$ cat config.mk
export PLATFORM = sky130hd
export DESIGN_NAME = fetch_stage
export DESIGN_NICKNAME = d
export VERILOG_FILES = /design/src/rtl/fetch_stage.sv
export SDC_FILE = /design/constraint.sdc
export NUM_CORES = 1
export LEC_CHECK = 0
export CORE_UTILIZATION = 45
export CTS_BUF_LIST = sky130_fd_sc_hd__clkbuf_16
export DETAILED_ROUTE_END_ITERATION = 7
export PLACE_DENSITY = 0.76
export SLEW_MARGIN = 20
export SYNTH_ARGS = -nofsm -noshare
export SYNTH_HDL_FRONTEND = slang
export SYNTH_SLANG_ARGS = --single-unit
$ cat constraint.sdc
create_clock -name clk -period 2.16 [get_ports clk]
set_input_delay 0.432 -clock clk [delete_from_list [all_inputs] [get_ports clk]]
set_output_delay 0.432 -clock clk [all_outputs]
set_load 0.005 [all_outputs]
$ cat src/rtl/fetch_stage.sv
// fetch_stage: owns the PC and issues one imem read at a time.
// Ports: clk, rst(n) | imem req/resp | decode stall, redirect | inst/valid/pc out
module fetch_stage #(
  parameter int          INST_LEN = 32,
  parameter int          ARCH_LEN = 32,
  parameter logic [31:0] RESET_PC = 32'h0000_1000,
  parameter logic [31:0] NOP_INST = 32'h0000_0013
) (
  input  logic                clk,
  input  logic                rst,
  output logic                imem_req_valid,
  input  logic                imem_req_ready,
  output logic [ARCH_LEN-1:0] imem_req_addr,
  input  logic                imem_resp_valid,
  input  logic [INST_LEN-1:0] imem_resp_data,
  input  logic                stall_dec_in,
  input  logic                redirect_valid,
  input  logic [ARCH_LEN-1:0] redirect_pc,
  output logic [INST_LEN-1:0] inst_fetched_out,
  output logic                inst_valid_out,
  output logic [ARCH_LEN-1:0] pc_out
);

  localparam logic [1:0] S_FETCH = 2'd0;
  localparam logic [1:0] S_WAIT  = 2'd1;
  localparam logic [1:0] S_HOLD  = 2'd2;

  logic [1:0]          state_q, state_d;
  logic [ARCH_LEN-1:0] pc_q, pc_d;
  logic                drop_q, drop_d;
  logic                skid_vld_q, skid_vld_d;
  logic [INST_LEN-1:0] skid_data_q, skid_data_d;
  logic [ARCH_LEN-1:0] skid_pc_q, skid_pc_d;
  logic                out_vld_q, out_vld_d;
  logic [INST_LEN-1:0] out_data_q, out_data_d;
  logic [ARCH_LEN-1:0] out_pc_q, out_pc_d;

  logic st_fetch, st_wait, st_hold;
  logic req_fire, slot_free, wait_busy;

  assign st_fetch = (state_q == S_FETCH);
  assign st_wait  = (state_q == S_WAIT);
  assign st_hold  = (state_q == S_HOLD);

  assign imem_req_valid = rst & st_fetch
                        & ~redirect_valid;
  assign imem_req_addr  = pc_q;
  assign req_fire  = imem_req_valid & imem_req_ready;
  assign slot_free = ~out_vld_q | ~stall_dec_in;

  // A request is still in flight and its response has not
  // shown up yet: it must be swallowed before issuing again.
  assign wait_busy = st_wait & ~imem_resp_valid;

  assign inst_fetched_out = out_data_q;
  assign inst_valid_out   = out_vld_q;
  assign pc_out           = out_pc_q;

  always_comb begin
    state_d     = state_q;
    pc_d        = pc_q;
    drop_d      = drop_q;
    skid_vld_d  = skid_vld_q;
    skid_data_d = skid_data_q;
    skid_pc_d   = skid_pc_q;
    out_vld_d   = out_vld_q;
    out_data_d  = out_data_q;
    out_pc_d    = out_pc_q;
    if (redirect_valid) begin
      state_d    = wait_busy ? S_WAIT : S_FETCH;
      drop_d     = wait_busy;
      pc_d       = redirect_pc & ~ARCH_LEN'(3);
      out_vld_d  = 1'b0;
      out_data_d = NOP_INST;
      skid_vld_d = 1'b0;
    end else begin
      if (out_vld_q && !stall_dec_in) begin
        out_vld_d  = 1'b0;
        out_data_d = NOP_INST;
      end
      unique case (1'b1)
        st_fetch: begin
          if (req_fire) begin
            state_d = S_WAIT;
            pc_d    = pc_q + ARCH_LEN'(4);
          end
        end
        st_wait: begin
          if (imem_resp_valid) begin
            state_d = S_FETCH;
            drop_d  = 1'b0;
            if (!drop_q) begin
              if (slot_free) begin
                out_vld_d  = 1'b1;
                out_data_d = imem_resp_data;
                out_pc_d   = pc_q - ARCH_LEN'(4);
              end else begin
                skid_vld_d  = 1'b1;
                skid_data_d = imem_resp_data;
                skid_pc_d   = pc_q - ARCH_LEN'(4);
                state_d     = S_HOLD;
              end
            end
          end
        end
        st_hold: begin
          if (slot_free) begin
            out_vld_d  = 1'b1;
            out_data_d = skid_data_q;
            out_pc_d   = skid_pc_q;
            skid_vld_d = 1'b0;
            state_d    = S_FETCH;
          end
        end
        default: state_d = S_FETCH;
      endcase
    end
  end

  always_ff @(posedge clk) begin
    if (!rst) begin
      // An outstanding read survives reset in the memory; park
      // in WAIT with drop set so its late response is absorbed.
      state_q     <= wait_busy ? S_WAIT : S_FETCH;
      drop_q      <= wait_busy;
      pc_q        <= RESET_PC[ARCH_LEN-1:0];
      skid_vld_q  <= 1'b0;
      skid_data_q <= '0;
      skid_pc_q   <= '0;
      out_vld_q   <= 1'b0;
      out_data_q  <= NOP_INST[INST_LEN-1:0];
      out_pc_q    <= '0;
    end else begin
      state_q     <= state_d;
      drop_q      <= drop_d;
      pc_q        <= pc_d;
      skid_vld_q  <= skid_vld_d;
      skid_data_q <= skid_data_d;
      skid_pc_q   <= skid_pc_d;
      out_vld_q   <= out_vld_d;
      out_data_q  <= out_data_d;
      out_pc_q    <= out_pc_d;
    end
  end

endmodule

==> results.yml <==
finish:
  fin_cells: 1254
  post-route-cell-area_sq_mm: 0.0100
  drive_above_1_share_pct: 12.2
  area_growth_pct: 39.8
  fin_nets: 1106
  n_antenna_cell: 0
drt:
  num_vias: 7030
  drc: 0
  viasPerCell: 5.61
  ant_nets: 0
  route.detailed.wl_per_inst_um: 16.6
  drt-total-wl_mm: 20.8
  drt_iter0_drc: 408
  dr.pass1.iters: 4
sta:
  fin_crit_sh_pct: 96.7
  finalCriticalPeriod_ps: 2090
  slew_headroom_pct: 65.9
  worst_pin_slew_ps: 508
  drv_slew: 0
  fin_ws_ps: 71.3
  finalHoldViolations: 0
  fmax_ghz: 0.479
  rsz0062_at_grt: "false"
  clock_skew_ps: 7.58
  setup-violations-final: 0
worst_setup_path:
  crit_start: "imem_req_addr[4]$_SDFFE_PN0P_"
  cp.required_ps: 1730
  r2r_slack_ps: 130
  crit_chain: "buf_4 > clkdlybuf4s50_1"
  r2r-start: "imem_req_addr[20]$_SDFFE_PN0P_"
  crit_path_end_kind: "output port"
  slowest_stage: "dfxtp_1"
  reg2reg_to: "pc_out[29]$_SDFFE_PN0P_"
  startpoint_type: "flip-flop"
  ff2ff_path_depth: 5
  slowest_delay_ps: 510
  crit_fanout: 7
  arrival_ps: 1660
  criticalPathCategory: "flip-flop to output port"
clock_tree:
  clk_latency_ps: 430
  cts_tree: "done"
  cts_made_buffers: 17
  cts-root-buf: "clkbuf_16"
  cts.clk_slew.worst_paths_ps: 60
  holdBufCountCts: 0
  clock-sinks: 158
  htree_levels: 4
  clockBufferDepth: 2
floorplan:
  pin_count: 168
  die_x_um: 128
  die_h_um: 128
  die-area_sq_mm: 0.0165
  rows: 45
  core_area_sq_mm: 0.0154
  start_util_pct: 46.8
synthesis:
  netlist_top_cells_count: "dfxtp_1 (155), nand2_1 (96), a21oi_1 (87)"
  synth-warning-count: 0
  synth_edf_count: 3
  synthCells: 855
  synth_flop_cell: "dfxtp_1"
  yosysUniqueCellTypes: 54
  yosys.area.top_type_share_pct: 43.2
  synth_most_common_cell: "dfxtp_1"
  synth.area.top_cells: "dfxtp_1 (43%), a21oi_1 (6.1%), nand2_1 (5.0%)"
  yosysSeqAreaShare_pct: 44.4
  async_reset_ff_share_pct: 0
  ys_ff_latch: 158
  netlist_area_sq_mm: 0.00719
  postSynthAreaPerCell_sq_um: 8.41
  yosys.area.top_type: "dfxtp_1"
power:
  leakage_nw: 3.56
  power_density_mw_per_mm2: 718
  peakVddDrop_mv: 0.634
global_routing:
  grt_overflow_total: 0
  grt_pass1_vias: 6494
  top_usage_layer: "met2"
  grt_use_met2_pct: 38.3
  antenna_found_initial: 0
  grt_max_degree: 52
  grt_first_pass_wirelength_mm: 33.3
  use_met1_pct: 35.9
  grt_usage_pct: 25.8
  gr-usage-met3_pct: 4.70
worst_hold_path:
  hold_path_class: "flip-flop to flip-flop"
  min_from: "skid_data_q[1]$_SDFFE_PN0P_"
  whs_path_depth: 2
  hold_end: "skid_data_q[1]$_SDFFE_PN0P_"
placed_design:
  place_ws_ps: -55.6
  place.gp.congestion: 0.886
  port_buffers: 161
  hpwl_mm: 14.4
  dp_cells: 1220
  placed_cell_area_sq_mm: 0.00941
run:
  max_cap_violations: 0
status:
  outcome: "finished, final reports clean"
-- routing by layer --
metal  vias up  part of all wire [%]
met5         -                     0
met4         0                   3.1
met3        50                   6.5
met2       290                    44
met1      3277                    46
li1       3413                     -
-- logic make-up after synthesis --
logic type | synth area share [%]
buffers and inverters | 5.34
multiplexers | 0.418
AND/OR/NAND/NOR | 19.0
other | 0.0522
AO/OA/AOI/OAI | 23.1
flip-flops | 44.4
adder cells (fa/ha/maj) | 1.04
XOR/XNOR | 6.58
-- cells in the final DEF (no fill, tap or decap), types with 4 or more instances in the layout --
master,instances
clkdlybuf4s50_1,159
o221ai_1,5
conb_1,4
and3_1,22
a21oi_1,87
nand4_1,19
a22oi_1,33
and2_1,5
nor4_1,5
a211o_1,6
ha_1,4
nor2_1,46
xnor2_1,29
or3_1,4
o22ai_1,10
clkbuf_16,17
xor2_1,24
a31oi_1,8
dfxtp_1,155
o2bb2ai_1,29
nand2_1,96
inv_1,14
o21ai_0,59
buf_4,62
a211oi_1,14
nor4_2,7
clkinv_2,4
buf_12,10
nor3_1,16
nand3_1,35
-- worst max-delay path: cells and delay by family (launching register included) --
kind	cells	cell delay (ps)
buffers and inverters	2	730
DFF	1	510
-- flip-flops by register name (all words and copies together), names as in the netlist --
signal and flops:
inst_fetched_out 32, skid_data_q 32, imem_req_addr 30, pc_out 30, skid_pc_q 30, state_q 2
drop_q 1, inst_valid_out 1
-- area by class of cell --
class / count / area [sq um]
inverter: 13 / 48.8
tap: 211 / 264
sequential: 158 / 3190
timing repair buffer: 233 / 2270
clock inverter: 15 / 158
multi-input combinational: 607 / 3690
clock buffer: 17 / 425
fill: 1263 / 5320
-- report_power, final --
| group | leakage, nW | internal (mW) | switching [mW] |
|---|---|---|---|
| Sequential | 1.29 | 3.00 | 0.0774 |
| Clock | 0.297 | 1.79 | 1.20 |
| Combinational | 1.97 | 0.553 | 0.581 |
-- what timing repair did --
action	4_1_cts	5_1_grt
gates resized for setup	5	5
setup endpoints to repair	1	9
buffers inserted	2	0
-- how the worst max path moves through the flow --
stage                                      endpoint
floorplan                   pc_out[16]$_SDFFE_PN0P_
global placement             pc_out[9]$_SDFFE_PN0P_
detailed placement  inst_fetched_out[22]$_SDFF_PP0_
CTS                         pc_out[31]$_SDFFE_PN0P_
global route                pc_out[21]$_SDFFE_PN0P_
finish                             imem_req_addr[4]
-- metrics by stage --
step	utilization, %	hold WS [ps]	TNS (ps)	power (mW)
floorplan	-	437	0	3.67
global placement	61.2	442	-45.6	4.22
detailed placement	61.2	446	-916	4.24
CTS	65.2	455	0	7.22
global route	65.4	469	0	7.48
finish	65.4	453	0	7.21
(Power assumes the default switching activity.)
